**src/rtl/ddr_cmd_sequencer.sv**
```systemverilog
// DDR4 command sequencer: turns a 128-bit command stream into per-slot command
// strobes and slot-addressed bank/row/column buses, one registered cycle later.
module ddr_cmd_sequencer #(
    parameter int BG_WIDTH   = 2,
    parameter int BANK_WIDTH = 2,
    parameter int COL_WIDTH  = 10,
    parameter int ROW_WIDTH  = 17
) (
    input  logic                   clk,
    input  logic                   rst,
    input  logic                   en,
    input  logic [127:0]           S_AXIS_CMD_tdata,
    input  logic                   S_AXIS_CMD_tvalid,
    output logic                   S_AXIS_CMD_tready,
    output logic [3:0]             ddr_act,
    output logic [3:0]             ddr_read,
    output logic [3:0]             ddr_write,
    output logic [3:0]             ddr_pre,
    output logic [3:0]             ddr_pall,
    output logic [3:0]             ddr_ref,
    output logic [3:0]             ddr_zq,
    output logic [3:0]             ddr_ap,
    output logic [3:0]             ddr_half_bl,
    output logic [3:0]             ddr_nop,
    output logic [4*BG_WIDTH-1:0]  ddr_bg,
    output logic [4*BANK_WIDTH-1:0] ddr_bank,
    output logic [4*COL_WIDTH-1:0] ddr_col,
    output logic [4*ROW_WIDTH-1:0] ddr_row,
    output logic                   busy,
    output logic                   err,
    output logic [31:0]            cmd_count
);

    typedef enum logic {ST_RUN, ST_WAIT} state_e;

    state_e state_q, state_d;
    logic [31:0] wait_cnt_q, wait_cnt_d;
    logic [3:0] act_q, act_d, rd_q, rd_d, wr_q, wr_d, pre_q, pre_d;
    logic [3:0] pall_q, pall_d, ref_q, ref_d, zq_q, zq_d, ap_q, ap_d, hbl_q, hbl_d;
    logic [4*BG_WIDTH-1:0]   bg_q, bg_d;
    logic [4*BANK_WIDTH-1:0] bank_q, bank_d;
    logic [4*COL_WIDTH-1:0]  col_q, col_d;
    logic [4*ROW_WIDTH-1:0]  row_q, row_d;
    logic        err_q, err_d;
    logic [31:0] cnt_q, cnt_d;

    logic        tready;
    logic        accept;
    logic [3:0]  opcode;
    logic [1:0]  slot;
    logic [3:0]  onehot;
    logic [31:0] wait_n;
    logic        unused_tdata;

    assign opcode       = S_AXIS_CMD_tdata[127:124];
    assign slot         = S_AXIS_CMD_tdata[123:122];
    assign wait_n       = S_AXIS_CMD_tdata[95:64];
    assign onehot       = 4'b0001 << slot;
    assign accept       = S_AXIS_CMD_tvalid & tready;
    assign unused_tdata = ^S_AXIS_CMD_tdata;

    always_ff @(posedge clk) begin
        if (rst) begin
            state_q    <= ST_RUN;
            wait_cnt_q <= '0;
        end else begin
            state_q    <= state_d;
            wait_cnt_q <= wait_cnt_d;
        end
    end

    always_comb begin
        state_d    = state_q;
        wait_cnt_d = wait_cnt_q;
        case (state_q)
            ST_RUN: begin
                if (accept && opcode == 4'd8 && wait_n != '0) begin
                    state_d    = ST_WAIT;
                    wait_cnt_d = wait_n;
                end
            end
            ST_WAIT: begin
                // Loaded with N, leaves on the cycle the count reads 1: exactly N WAIT cycles.
                wait_cnt_d = (wait_cnt_q == '0) ? '0 : wait_cnt_q - 32'd1;
                if (wait_cnt_q <= 32'd1) state_d = ST_RUN;
            end
            default: state_d = ST_RUN;
        endcase
    end

    always_comb begin
        tready = en & (state_q == ST_RUN) & ~rst;
        busy   = (state_q == ST_WAIT) | (|(act_q | rd_q | wr_q | pre_q | pall_q | ref_q | zq_q));
    end

    always_comb begin
        act_d  = '0; rd_d  = '0; wr_d  = '0; pre_d = '0; pall_d = '0;
        ref_d  = '0; zq_d  = '0; ap_d  = '0; hbl_d = '0;
        bg_d   = '0; bank_d = '0; col_d = '0; row_d = '0;
        err_d  = err_q;
        cnt_d  = cnt_q;
        if (accept) begin
            if (opcode <= 4'd8) cnt_d = cnt_q + 32'd1;
            else                err_d = 1'b1;
            case (opcode)
                4'd1: begin
                    act_d = onehot;
                    bg_d[slot*BG_WIDTH +: BG_WIDTH]       = S_AXIS_CMD_tdata[52 +: BG_WIDTH];
                    bank_d[slot*BANK_WIDTH +: BANK_WIDTH] = S_AXIS_CMD_tdata[48 +: BANK_WIDTH];
                    row_d[slot*ROW_WIDTH +: ROW_WIDTH]    = S_AXIS_CMD_tdata[0 +: ROW_WIDTH];
                end
                4'd2, 4'd3: begin
                    if (opcode == 4'd2) rd_d = onehot;
                    else                wr_d = onehot;
                    ap_d  = S_AXIS_CMD_tdata[121] ? onehot : 4'b0000;
                    hbl_d = S_AXIS_CMD_tdata[120] ? onehot : 4'b0000;
                    bg_d[slot*BG_WIDTH +: BG_WIDTH]       = S_AXIS_CMD_tdata[52 +: BG_WIDTH];
                    bank_d[slot*BANK_WIDTH +: BANK_WIDTH] = S_AXIS_CMD_tdata[48 +: BANK_WIDTH];
                    col_d[slot*COL_WIDTH +: COL_WIDTH]    = S_AXIS_CMD_tdata[32 +: COL_WIDTH];
                end
                4'd4: begin
                    pre_d = onehot;
                    bg_d[slot*BG_WIDTH +: BG_WIDTH]       = S_AXIS_CMD_tdata[52 +: BG_WIDTH];
                    bank_d[slot*BANK_WIDTH +: BANK_WIDTH] = S_AXIS_CMD_tdata[48 +: BANK_WIDTH];
                end
                4'd5: begin
                    pre_d  = onehot;
                    pall_d = onehot;
                end
                4'd6:    ref_d = onehot;
                4'd7:    zq_d  = onehot;
                default: ;
            endcase
        end
    end

    always_ff @(posedge clk) begin
        if (rst) begin
            act_q <= '0; rd_q <= '0; wr_q <= '0; pre_q <= '0; pall_q <= '0;
            ref_q <= '0; zq_q <= '0; ap_q <= '0; hbl_q <= '0;
            bg_q  <= '0; bank_q <= '0; col_q <= '0; row_q <= '0;
            err_q <= 1'b0;
            cnt_q <= '0;
        end else begin
            act_q <= act_d; rd_q <= rd_d; wr_q <= wr_d; pre_q <= pre_d; pall_q <= pall_d;
            ref_q <= ref_d; zq_q <= zq_d; ap_q <= ap_d; hbl_q <= hbl_d;
            bg_q  <= bg_d; bank_q <= bank_d; col_q <= col_d; row_q <= row_d;
            err_q <= err_d;
            cnt_q <= cnt_d;
        end
    end

    assign S_AXIS_CMD_tready = tready;
    assign ddr_act     = act_q;
    assign ddr_read    = rd_q;
    assign ddr_write   = wr_q;
    assign ddr_pre     = pre_q;
    assign ddr_pall    = pall_q;
    assign ddr_ref     = ref_q;
    assign ddr_zq      = zq_q;
    assign ddr_ap      = ap_q;
    assign ddr_half_bl = hbl_q;
    assign ddr_nop     = ~(act_q | rd_q | wr_q | pre_q | pall_q | ref_q | zq_q);
    assign ddr_bg      = bg_q;
    assign ddr_bank    = bank_q;
    assign ddr_col     = col_q;
    assign ddr_row     = row_q;
    assign err         = err_q;
    assign cmd_count   = cnt_q;

endmodule

```
**config.mk**
```make
export PLATFORM = sky130hd
export DESIGN_NAME = ddr_cmd_sequencer
export DESIGN_NICKNAME = d
export VERILOG_FILES = /design/src/rtl/ddr_cmd_sequencer.sv
export SDC_FILE = /design/constraint.sdc
export NUM_CORES = 1
export LEC_CHECK = 0
export ABC_AREA = 1
export CAP_MARGIN = 20
export CORE_ASPECT_RATIO = 0.75
export CORE_MARGIN = 2
export CORE_UTILIZATION = 39
export DETAILED_ROUTE_END_ITERATION = 8
export PLACE_DENSITY = 0.73
export SYNTH_ARGS = -nofsm -noshare
export SYNTH_HDL_FRONTEND = slang
export SYNTH_SLANG_ARGS = --single-unit
```
**constraint.sdc**
```tcl
create_clock -name clk -period 2.2 [get_ports clk]
set_input_delay 0.22 -clock clk [delete_from_list [all_inputs] [get_ports clk]]
set_output_delay 0.22 -clock clk [all_outputs]
set_load 0.03 [all_outputs]
```
==> flow_metrics.py <==
metrics = {
    "floorplan": {
        "dieArea_um2": 26850,
        "initial_core_util": 0.3980,
        "die_y_um": 142.4,
        "core.rowCount": 50,
        "die_w_um": 188.5,
        "core_um2": 25020,
        "ios": 331,
    },
    "worst_setup_path": {
        "cp.required_ns": 1.98,
        "startpoint_type": "flop",
        "cp.arrival_ns": 1.83,
        "max_stage_delay_ns": 0.43,
        "crit_type": "reg2out",
        "crit_path_end_kind": "output pin",
        "cp_max_fo": 2,
        "crit_slowest_cell": "dlygate4sd2_1",
        "cp_top_family": "simple AND/OR/NAND/NOR gates",
        "crit_chain": "nor4_1 > and2_1 > dlygate4sd2_1",
        "cp_num_buf_inv": 1,
    },
    "synth": {
        "synth_area_leaders": "dfxtp_1 (45%), nand2_1 (11%), nor2_1 (8.5%)",
        "postSynth.asyncResetShare": 0,
        "synth.most_common_cell": "nand2_1",
        "synth_flop_cell": "dfxtp_1",
        "synth_top_area_share": 0.4542,
        "synth-edff-count": 0,
        "ys_seq_area_frac": 0.4542,
        "avgSynthCellArea_um2": 7.130,
        "syn_nets": 1540,
        "synth_area_um2": 9961,
        "yosysWarnings": 0,
        "ys_types": 49,
        "ys_ff_latch": 226,
        "synth_cells": 1397,
        "synth_largest_area_cell": "dfxtp_1",
        "synth_commonest_cells": "nand2_1 (304), dfxtp_1 (226), nor2_1 (225)",
    },
    "job": {
        "drv_cap": 0,
    },
    "placement": {
        "dpl.cell_count": 2018,
        "gp_congestion": 0.9304,
        "io_buffers": 273,
        "dp_hpwl_um": 25300,
    },
    "power": {
        "switching_share": 0.2433,
        "p_leak_uw": 0.005887,
        "clkPwrFrac": 0.459,
        "p_int_uw": 6858,
        "seq_power_share": 0.453,
        "power_density_nw_per_um2": 636.0,
        "ir_drop_v": 0.0006513,
        "p_comb_frac": 0.087,
        "p_sw_uw": 2205,
    },
    "global_routing": {
        "overflow": 0,
        "grtUsageTotal": 0.2391,
        "antenna_found_initial": 0,
        "grt_pass1_vias": 9626,
        "grt_max_degree": 47,
        "grt_pass1_wl_um": 51320,
    },
    "clock_network": {
        "root_buffer": "clkbuf_16",
        "cts_tree": "built",
        "numCtsBuffers": 24,
        "h-tree-depth": 1,
        "clkSinkCount": 226,
        "clkTransAtPathRegs_ns": 0.07,
        "clock_latency_ns": 0.54,
        "clock_path_buffers": 3,
    },
    "detailed_routing": {
        "drt_iter0_drc": 682,
        "wl_per_cell_um": 16.11,
        "ant_nets": 0,
        "drc_errors": 0,
        "vias_per_cell": 4.954,
        "firstDrtPassIters": 5,
        "routed_wl_um": 33200,
        "vias": 10211,
    },
    "sta": {
        "hold_viol_final": 0,
        "rsz0062_at_grt": "false",
        "max_freq_mhz": 488.9,
        "setup_viol": 0,
        "fin_skew_ns": 0.01997,
        "finalMaxSlewViolations": 0,
        "worst_pin_slew_ns": 0.5925,
        "max_slew_margin": 0.6041,
        "finalCriticalPeriod_ns": 2.045,
        "finalCritPeriodShare": 0.9298,
    },
    "layout": {
        "finish.net_count": 1849,
        "final_util": 0.5695,
        "nFillCells": 2363,
        "area_growth_pct": 43.06,
        "drive_above_1_share": 0.08822,
        "fin_cells": 2061,
        "num_antenna_cells": 0,
    },
    "min_path": {
        "hold_class": "in2reg",
    },
    "outcome": {
        "outcome": "finished clean",
    },
}
[state kept, by name, indices dropped and copies added, names as in the netlist]
| register | count |
|---|---|
| ddr_half_bl | 4 |
| cmd_count | 32 |
| ddr_row | 68 |
| ddr_ref | 4 |
| ddr_act | 4 |
| ddr_ap | 4 |
| ddr_bank | 8 |
| ddr_col | 40 |
| err | 1 |
| ddr_write | 4 |
| state_q | 1 |
| ddr_pre | 4 |
| ddr_bg | 8 |
| wait_cnt_q | 32 |
| ddr_zq | 4 |
| ddr_pall | 4 |
| ddr_read | 4 |
[power groups by stage]
stage / Combinational [µW] / Clock [µW] / Sequential (µW)
2_1_floorplan: 413 / 0 / 4210
3_3_place_gp: 779 / 0 / 4200
3_5_place_dp: 784 / 0 / 4200
4_1_cts: 787 / 4270 / 4110
5_1_grt: 871 / 4400 / 4110
6_report: 791 / 4160 / 4110
[repair_timing]
action,4_1_cts,5_1_grt
endpoints found under the setup margin,8,2
buffers inserted,0,0
gates resized for setup,9,3
hold buffers,0,0
[placed cells by master, fill, tap and decap left out, types with 3 or more instances in the layout]
| cell type | Yosys | layout |
|---|---|---|
| buf_4 | 1 | 61 |
| o21bai_1 | 7 | 7 |
| nor3_2 | 12 | 12 |
| nand3b_1 | 6 | 6 |
| buf_12 | 0 | 5 |
| inv_1 | 127 | 127 |
| nand3_1 | 139 | 139 |
| nor4_1 | 6 | 4 |
| a21oi_1 | 53 | 53 |
| clkinv_2 | 0 | 5 |
| clkinv_1 | 5 | 5 |
| inv_2 | 5 | 5 |
| dfxtp_1 | 226 | 226 |
| dlygate4sd2_1 | 0 | 3 |
| or2_2 | 4 | 4 |
| nor3_1 | 94 | 94 |
| and2_1 | 5 | 5 |
| nand4_1 | 15 | 15 |
| nor2_2 | 7 | 6 |
| clkbuf_16 | 0 | 24 |
| o21ai_0 | 36 | 36 |
| ha_1 | 11 | 11 |
| o21ai_1 | 5 | 5 |
| clkbuf_8 | 0 | 5 |
| xnor2_1 | 7 | 7 |
| xor2_1 | 8 | 8 |
| nand2_1 | 304 | 304 |
| nor2_1 | 225 | 225 |
| clkdlybuf4s50_1 | 0 | 267 |
| nor2_4 | 3 | 4 |
| clkbuf_1 | 29 | 3 |
[worst paths after layout]
path | to | slack, ns | startpoint | cells after the start
setup / recovery | ddr_nop[1] | 0.15 | ddr_act[1] | 3
hold reg to reg | err | 0.50 | err | 2
setup reg to reg | ddr_col[12] | 0.25 | state_q | 9
hold / removal | ddr_row[27] | 0.28 | S_AXIS_CMD_tdata[10] | 3
[metal layers]
metal	up-vias	global-route usage	part of all wire
met5	-	0	0
met4	0	0.05592	0.023
met3	50	0.06903	0.085
met2	345	0.3798	0.44
met1	4697	0.3214	0.45
li1	5119	-	-
[final cells by class]
cell class                      count  area (µm²)  share of cell area
Inverter                          137       514.2             0.03609
Timing Repair Buffer              338        3272              0.2296
Clock inverter                     11       143.9             0.01010
Clock buffer                       32       680.7             0.04777
Multi-Input combinational cell    979        4692              0.3293
Tap cell                          338       422.9             0.02968
Sequential cell                   226        4524              0.3175
[cells by family after synthesis]
family / Yosys count / share of synthesized area
XOR/XNOR: 15 / 0.01319
buffers and inverters: 192 / 0.07650
multiplexers: 3 / 0.003140
adder cells (fa/ha/maj): 11 / 0.01382
AO/OA/AOI/OAI: 118 / 0.06582
AND/OR/NAND/NOR: 832 / 0.3733
flip-flops: 226 / 0.4542
[worst min-delay path, stage by stage]
cell	delay [ns]
clkdlybuf4s50_1	0.39
inv_1	0.10
nor3_1	0.06
[stage by stage]
step	hold slack, ns	power (µW)	worst slack (ns)	setup TNS, ns	area (µm²)
after global placement	0.4613	4978	-0.03504	-0.07731	13420
after CTS	0.2654	9162	-0.006359	-0.006359	14250
final	0.2827	9063	0.1545	0	14250
after global routing	0.2905	9378	0.004647	0	14250
after floorplan	0.3648	4620	-0.07415	-0.07415	9968
after detailed placement	0.4904	4983	-0.05261	-0.3174	13420
(Power assumes the default switching activity.)
